`src/rtl/aurva_counter_bank.sv`:
```
//------------------------------------------------------------------------------
// aurva_counter_bank : bank of independent up/down counters, shared step,
//                      wrap or saturate overflow, fully registered outputs.
// Revision: 1.0
//------------------------------------------------------------------------------
`default_nettype none

module aurva_counter_bank #(
    parameter int                  C_CHANNELS = 4,
    parameter int                  C_WIDTH    = 16,
    parameter logic [C_WIDTH-1:0]  C_INIT     = '0,
    parameter bit                  C_SATURATE = 1'b0
) (
    input  logic                            clk,
    input  logic                            rst,
    input  logic                            clken,
    input  logic [C_CHANNELS-1:0]           load,
    input  logic [C_CHANNELS-1:0]           incr,
    input  logic [C_CHANNELS-1:0]           decr,
    input  logic [C_CHANNELS*C_WIDTH-1:0]   load_value,
    input  logic [C_WIDTH-1:0]              step,
    output logic [C_CHANNELS*C_WIDTH-1:0]   count,
    output logic [C_CHANNELS-1:0]           is_zero,
    output logic [C_CHANNELS-1:0]           is_max,
    output logic [C_CHANNELS-1:0]           ovf,
    output logic [C_CHANNELS-1:0]           unf
);

    localparam logic [C_WIDTH-1:0] C_MAX       = '1;
    localparam logic               C_INIT_ZERO = (C_INIT == '0);
    localparam logic               C_INIT_MAX  = (C_INIT == C_MAX);

    for (genvar gi = 0; gi < C_CHANNELS; gi++) begin : g_ch
        logic [C_WIDTH-1:0] cnt_q  = C_INIT;
        logic               zero_q = C_INIT_ZERO;
        logic               max_q  = C_INIT_MAX;
        logic               ovf_q  = 1'b0;
        logic               unf_q  = 1'b0;

        logic [C_WIDTH-1:0] cnt_d;
        logic               ovf_d;
        logic               unf_d;
        logic [C_WIDTH:0]   sum;
        logic [C_WIDTH:0]   diff;

        // One extra bit holds the carry of the add and the borrow of the subtract.
        assign sum  = {1'b0, cnt_q} + {1'b0, step};
        assign diff = {1'b0, cnt_q} - {1'b0, step};

        always_comb begin
            cnt_d = cnt_q;
            ovf_d = 1'b0;
            unf_d = 1'b0;
            if (clken) begin
                if (load[gi]) begin
                    cnt_d = load_value[gi*C_WIDTH +: C_WIDTH];
                end else if (incr[gi] && !decr[gi]) begin
                    ovf_d = sum[C_WIDTH];
                    cnt_d = (C_SATURATE && sum[C_WIDTH]) ? C_MAX : sum[C_WIDTH-1:0];
                end else if (decr[gi] && !incr[gi]) begin
                    unf_d = diff[C_WIDTH];
                    cnt_d = (C_SATURATE && diff[C_WIDTH]) ? '0 : diff[C_WIDTH-1:0];
                end
            end
        end

        // Flags come from the next count so they never lag the count by a cycle.
        always_ff @(posedge clk) begin
            if (rst) begin
                cnt_q  <= C_INIT;
                zero_q <= C_INIT_ZERO;
                max_q  <= C_INIT_MAX;
                ovf_q  <= 1'b0;
                unf_q  <= 1'b0;
            end else begin
                cnt_q  <= cnt_d;
                zero_q <= (cnt_d == '0);
                max_q  <= (cnt_d == C_MAX);
                ovf_q  <= ovf_d;
                unf_q  <= unf_d;
            end
        end

        assign count[gi*C_WIDTH +: C_WIDTH] = cnt_q;
        assign is_zero[gi]                  = zero_q;
        assign is_max[gi]                   = max_q;
        assign ovf[gi]                      = ovf_q;
        assign unf[gi]                      = unf_q;
    end

endmodule

`default_nettype wire

```
`config.mk`:
```
export PLATFORM = sky130hd
export DESIGN_NAME = aurva_counter_bank
export DESIGN_NICKNAME = d
export VERILOG_FILES = /design/src/rtl/aurva_counter_bank.sv
export SDC_FILE = /design/constraint.sdc
export NUM_CORES = 1
export LEC_CHECK = 0
export CAP_MARGIN = 20
export CORE_MARGIN = 2
export CORE_UTILIZATION = 25
export DETAILED_ROUTE_END_ITERATION = 16
export PLACE_DENSITY = 0.45
export SLEW_MARGIN = 20
export SYNTH_ARGS = -nofsm -noshare
export SYNTH_HDL_FRONTEND = slang
export SYNTH_SLANG_ARGS = --single-unit
```
`constraint.sdc`:
```
create_clock -name clk -period 4.8 [get_ports clk]
set_input_delay 0.96 -clock clk [delete_from_list [all_inputs] [get_ports clk]]
set_output_delay 0.96 -clock clk [all_outputs]
set_load 0.02 [all_outputs]
```
==> results.yml, run 1 <==
logic_synthesis:
  synth_compound_area_share_pct: 33.88
  syn-num-nets: 1648
  synth_xor_area_share_pct: 1.386
  netlist_area_mm2: 0.01074
  synthMuxAreaShare_pct: 1.852
  avgSynthCellArea_um2: 7.600
  synth_cell_types: 92
  ys_seq_elements: 80
  syn_inst: 1413
  synth_top_family_by_area: "compound AO/OA/AOI/OAI gates"
  yosysSeqAreaShare_pct: 14.91
  synth_fa_ha_area_share_pct: 16.87
  yosys.area_share.simple_pct: 23.60
  synth-main-ff-cell: "dfxtp_1"
  yosysWarnings: 0
  async_flop_share_pct: 0
  synth_edf_count: 0
global_route:
  grt_pass1_wl_um: 76040
  grt_max_degree: 34
  gr-total-overflow: 0
  grt_pass1_vias: 12010
  antenna_found_initial: 0
  grtUsageTotal_pct: 22.88
clock_tree:
  cts_tree: "done"
  cts_sinks: 80
  clk_path_buf_depth: 2
  clkTransAtPathRegs_ns: 0.07
  htree_levels: 3
  cts_made_buffers: 9
  postCtsHoldBufs: 0
  clock_latency_ns: 0.36
  postCtsSetupBuffers: 0
  cts-root-buf: "clkbuf_16"
  cts_resized: 0
floorplan:
  initial_core_util_pct: 25.49
  ios: 175
  die_x_um: 211.3
  rows: 75
  dieHeight_um: 211.3
  core_area_mm2: 0.04213
  die-area_mm2: 0.04463
layout:
  instances_no_fill: 2175
  area_growth_pct: 29.85
  final_util_pct: 33.10
  nets: 1866
  drive_gt1_share_pct: 11.31
  num_antenna_cells: 0
critical_path:
  cp-end-kind: "flop"
  arrival_ns: 4.75
  crit_type: "in2reg"
  cp.required_ns: 5.06
  crit_fanout: 7
  startpoint_type: "input port"
route:
  num_vias: 12270
  wl_per_cell_um: 23.78
  drt_iter0_markers: 995
  ant_nets: 0
  drc_errors: 0
  first_pass_iters: 7
  vias_per_cell: 5.643
  wirelength_um: 51720
min_path:
  worstHoldPathType: "reg2reg"
pwr:
  p_total_mw: 3.478
  p_per_area_mw_per_mm2: 249.4
  p_leak_nw: 5.887
  ir_worst_vdd_mv: 0.1648
timing:
  worst_pin_slew_ns: 0.9100
  maxSlewViolCount: 0
  setup_violations: 0
  fin_tns_setup_ns: 0
  fin_crit_ns: 4.487
  max_freq_ghz: 0.2229
  clock_skew_ns: 0.008835
  max_slew_margin_pct: 39.21
  rsz0062_at_grt: "no"
  hold_viol_final: 0
  period_share_pct: 93.48
placement:
  place_congestion: 0.9185
  place_inst: 2159
  hpwl_um: 41660
  io_buffers: 174
status:
  status: "complete, no violations"
job:
  drv_cap: 0
[worst max-delay path, stage by stage]
cell and delay, ns:
clkdlybuf4s50_1 0.45, buf_4 0.17, ha_1 0.19, inv_1 0.05
fa_1 0.39, o21bai_1 0.21, a21oi_1 0.11, mux2i_1 0.12
o31ai_1 0.42, o221ai_1 0.22, or4_1 0.55, a2111oi_0 0.38
buf_4 0.19, nand4b_1 0.11, nor4b_1 0.24
[metal layers]
metal | vias up | global-route usage [%] | routed length, um
met4 | 0 | 9.713 | 2148
met1 | 5914 | 29.77 | 22950
li1 | 5801 | - | -
met5 | - | 0 | 0
met3 | 93 | 3.866 | 3144
met2 | 466 | 37.25 | 23480
[cell families after synthesis]
group,Yosys count
AOI/OAI and AO/OA,494
DFF,80
buffers and inverters,181
muxes,16
and+or+nand+nor,485
adders and majority gates,140
xor gates and xnor gates,17
[worst paths after layout]
kind / start / to / slack (ns) / depth (start not counted)
max: step[0] / g_ch[1].max_q$_SDFF_PP0_ / 0.31 / 15
min: g_ch[0].cnt_q[7]$_SDFF_PP0_ / g_ch[0].cnt_q[7]$_SDFF_PP0_ / 0.60 / 2
max reg2reg: g_ch[1].cnt_q[1]$_SDFF_PP0_ / g_ch[1].max_q$_SDFF_PP0_ / 1.02 / 12
min reg2reg: g_ch[0].cnt_q[7]$_SDFF_PP0_ / g_ch[0].cnt_q[7]$_SDFF_PP0_ / 0.60 / 2
[registers in the layout (all words and copies together) (netlist names)]
name / cells
g_ch.unf_q: 4
g_ch.ovf_q: 4
g_ch.max_q: 4
g_ch.zero_q: 4
g_ch.cnt_q: 64
[area by class of cell]
type / count / area [um^2]
inverter: 94 / 352.8
multi-input combinational: 1152 / 8333
tap: 539 / 674.4
sequential: 80 / 1602
clock buffer: 11 / 232.7
fill: 4491 / 28190
timing repair buffer: 294 / 2645
clock inverter: 5 / 105.1
[per-stage QoR]
stage / setup slack [ns] / hold slack [ns] / cell area, um^2
detailed placement: 0.03208 / 0.5939 / 13610
floorplan: 1.010 / 0.5827 / 10740
global route: 0.1859 / 0.6123 / 13940
global placement: 0.009855 / 0.6140 / 13610
finish: 0.3132 / 0.6005 / 13940
CTS: 0.4089 / 0.6104 / 13940
[layout by cell type, fill, tap and decap left out, types with 25 or more instances in the layout]
cell	n
dfxtp_1	80
a21o_1	29
nor2b_1	35
o21a_1	29
nor3_1	52
buf_4	119
a221oi_1	25
inv_1	93
nand2_1	60
nand3_1	29
a21oi_1	90
o21ai_0	53
nand2b_1	36
nor2_1	139
ha_1	132
clkdlybuf4s50_1	172
[power by group]
| part | total, mW | internal [mW] | switching (mW) |
|---|---|---|---|
| logic | 1.80 | 0.779 | 1.03 |
| clock network | 0.853 | 0.510 | 0.343 |
| registers | 0.820 | 0.719 | 0.100 |
[Yosys cell counts (all sizes together), types with 10 or more instances]
cell | instances | area share, %
ha | 132 | 15
and3 | 19 | 1.1
o22ai | 19 | 1.1
or3 | 16 | 0.93
nand3 | 29 | 1.4
o21bai | 12 | 0.84
a31oi | 20 | 1.3
nand2 | 60 | 2.1
nor2b | 35 | 2.0
or4 | 13 | 0.98
a31o | 12 | 0.98
mux2i | 12 | 1.1
o21a | 29 | 2.0
xnor2 | 13 | 1.1
nor4 | 19 | 1.1
a221oi | 25 | 2.0
a211oi | 15 | 1.0
o31ai | 16 | 1.1
and2 | 17 | 0.99
buf | 36 | 2.4
inv | 94 | 3.3
a21o | 29 | 2.0
dfxtp | 80 | 15
nand2b | 36 | 2.1
o221ai | 22 | 1.8
clkbuf | 51 | 1.8
a221o | 19 | 1.8
o22a | 10 | 0.82
o21ai | 56 | 2.6
nor3 | 52 | 2.4
a21oi | 93 | 4.4
a22oi | 11 | 0.77
nor2 | 140 | 4.9
o211ai | 11 | 0.77
nand4 | 10 | 0.58
Note: power is estimated with default switching activity, not from simulation.
==> inputs of run 2 (changes only) <==
Settings changed: CORE_UTILIZATION 25 to 56, PLACE_DENSITY 0.45 to 0.85.
==> results.yml, run 2 (same netlist as run 1, synthesis figures left out) <==
timing:
  worst_pin_slew_ns: 0.9264
  period_share_pct: 92.70
  clock_skew_ns: 0.01415
  hold_ws_ns: 0.5967
  fin_tns_setup_ns: 0
  setup_ws_ns: 0.3505
  maxSlewViolCount: 0
  rsz0062_at_grt: "no"
  max_slew_margin_pct: 37.67
  hold_viol_final: 0
  fin_crit_ns: 4.449
  max_freq_ghz: 0.2247
  setup_violations: 0
placement:
  hpwl_um: 34280
  place_congestion: 1.004
  place_area_mm2: 0.01285
  io_buffers: 174
  pre_cts_ws_ns: 0.07037
route:
  drt_iter0_markers: 1576
  first_pass_iters: 7
  vias_per_cell: 6.959
  num_vias: 12650
  wirelength_um: 45270
  ant_nets: 0
  drc_errors: 0
  wl_per_cell_um: 24.90
clock_tree:
  cts-root-buf: "clkbuf_16"
  cts_tree: "done"
  cts_resized: 0
  postCtsHoldBufs: 0
  clkTransAtPathRegs_ns: 0.07
  clk_path_buf_depth: 2
  clock_latency_ns: 0.36
  cts_sinks: 80
  postCtsSetupBuffers: 0
  cts_made_buffers: 9
  htree_levels: 3
min_path:
  whs_path_depth: 2
  worstHoldStart: "g_ch[0].cnt_q[7]$_SDFF_PP0_"
  worstHoldPathType: "reg2reg"
  holdPathEnd: "g_ch[0].cnt_q[7]$_SDFF_PP0_"
layout:
  nets: 1814
  final_common_cell: "clkdlybuf4s50_1"
  mostFrequentLayoutCells: "clkdlybuf4s50_1, nor2_1, ha_1"
  fill_cells: 1611
  area_growth_pct: 22.84
  final_util_pct: 70.29
  largest_register: "g_ch.cnt_q"
  design_area_mm2: 0.01319
  drive_gt1_share_pct: 8.460
  largest_reg_flops: 64
  num_antenna_cells: 0
job:
  drv_cap: 0
global_route:
  gr-total-overflow: 0
  grt_pass1_vias: 12010
  grt_pass1_wl_um: 67280
  antenna_found_initial: 0
  grt_max_degree: 48
  grtUsageTotal_pct: 43.35
floorplan:
  core_area_mm2: 0.01877
  die-area_mm2: 0.02030
  rows: 50
  ios: 175
  dieHeight_um: 142.5
  die_x_um: 142.5
  initial_core_util_pct: 57.22
critical_path:
  reg2reg_depth: 12
  crit_fanout: 12
  r2r_slack_ns: 1.09
  path_buf_inv: 2
  crit_top_cell: "or4_1"
  arrival_ns: 4.72
  timing.rr.end: "g_ch[3].max_q$_SDFF_PP0_"
  cp_top_family: "simple AND/OR/NAND/NOR gates"
  crit_slowest_cell: "or4_1"
  cp.required_ns: 5.07
  slowest_delay_ns: 0.54
  crit_type: "in2reg"
  startpoint_type: "input port"
  cp-end-kind: "flop"
  path_cells: "clkdlybuf4s50_1 -> buf_12 -> ha_1 -> fa_1 -> nor2b_1 -> o2111ai_1 -> nand3b_1 -> nor2_1 -> o311ai_1 -> o221ai_1 -> or4_1 -> or4_1 -> nor4b_2"
  rr_startpoint: "g_ch[3].cnt_q[0]$_SDFF_PP0_"
status:
  status: "complete, no violations"
pwr:
  p_leak_nw: 5.648
  ir_worst_vdd_mv: 0.1816
  p_per_area_mw_per_mm2: 256.7
-- run 2: cell count changes in the layout (fill, tap and decap cells not counted), sizes merged --
cell,delta
buf,-52
inv,+2
clkbuf,-1
clkinvlp,-1
-- run 2: cell type report --
| cell class | count | area (um^2) | share of cell area [%] |
|---|---|---|---|
| Clock buffer | 10 | 229.0 | 1.736 |
| Clock inverter | 6 | 115.1 | 0.8726 |
| Inverter | 94 | 352.8 | 2.675 |
| Timing Repair Buffer | 242 | 2267 | 17.19 |
| Sequential cell | 80 | 1602 | 12.14 |
| Multi-Input combinational cell | 1152 | 8333 | 63.17 |
| Tap cell | 234 | 292.8 | 2.219 |
-- run 2: stage by stage --
step           power (mW)  instances
2_1_floorplan       1.876       1413
3_3_place_gp        2.454       1802
3_5_place_dp        2.474       1802
4_1_cts             3.323       1818
5_1_grt             3.525       1818
6_report            3.386       1818
-- run 2: power breakdown --
group	internal [mW]	total, mW	leakage [nW]	switching, mW
clock network	0.514	0.858	0.164	0.344
registers	0.719	0.810	0.660	0.0907
logic	0.723	1.72	4.82	0.995
-- run 2: how the worst max path moves through the flow --
stage               slack [ns]  depth (start not counted)                        to  startpoint
floorplan                 1.01                         11  g_ch[3].max_q$_SDFF_PP0_     step[1]
global placement          0.16                         13  g_ch[3].max_q$_SDFF_PP0_     step[0]
detailed placement        0.07                         13  g_ch[3].max_q$_SDFF_PP0_     step[0]
CTS                       0.43                         13  g_ch[3].max_q$_SDFF_PP0_     step[0]
global route              0.22                         13  g_ch[3].max_q$_SDFF_PP0_     step[0]
finish                    0.35                         13  g_ch[3].max_q$_SDFF_PP0_     step[0]
-- run 2: metal layers --
layer  wire [um]  global-route usage, %  part of all wire (%)
met3        5273                  10.97                    12
met1       17100                  52.83                    38
met4        3139                  28.76                   6.9
met5           0                      0                     0
met2       19760                  67.51                    44
-- run 2: tightest hold or removal path, delay by kind of cell (launching register included) --
kind | cells | cell delay [ns]
and+or+nand+nor | 1 | 0.11
DFF | 1 | 0.38
AOI/OAI and AO/OA | 1 | 0.06
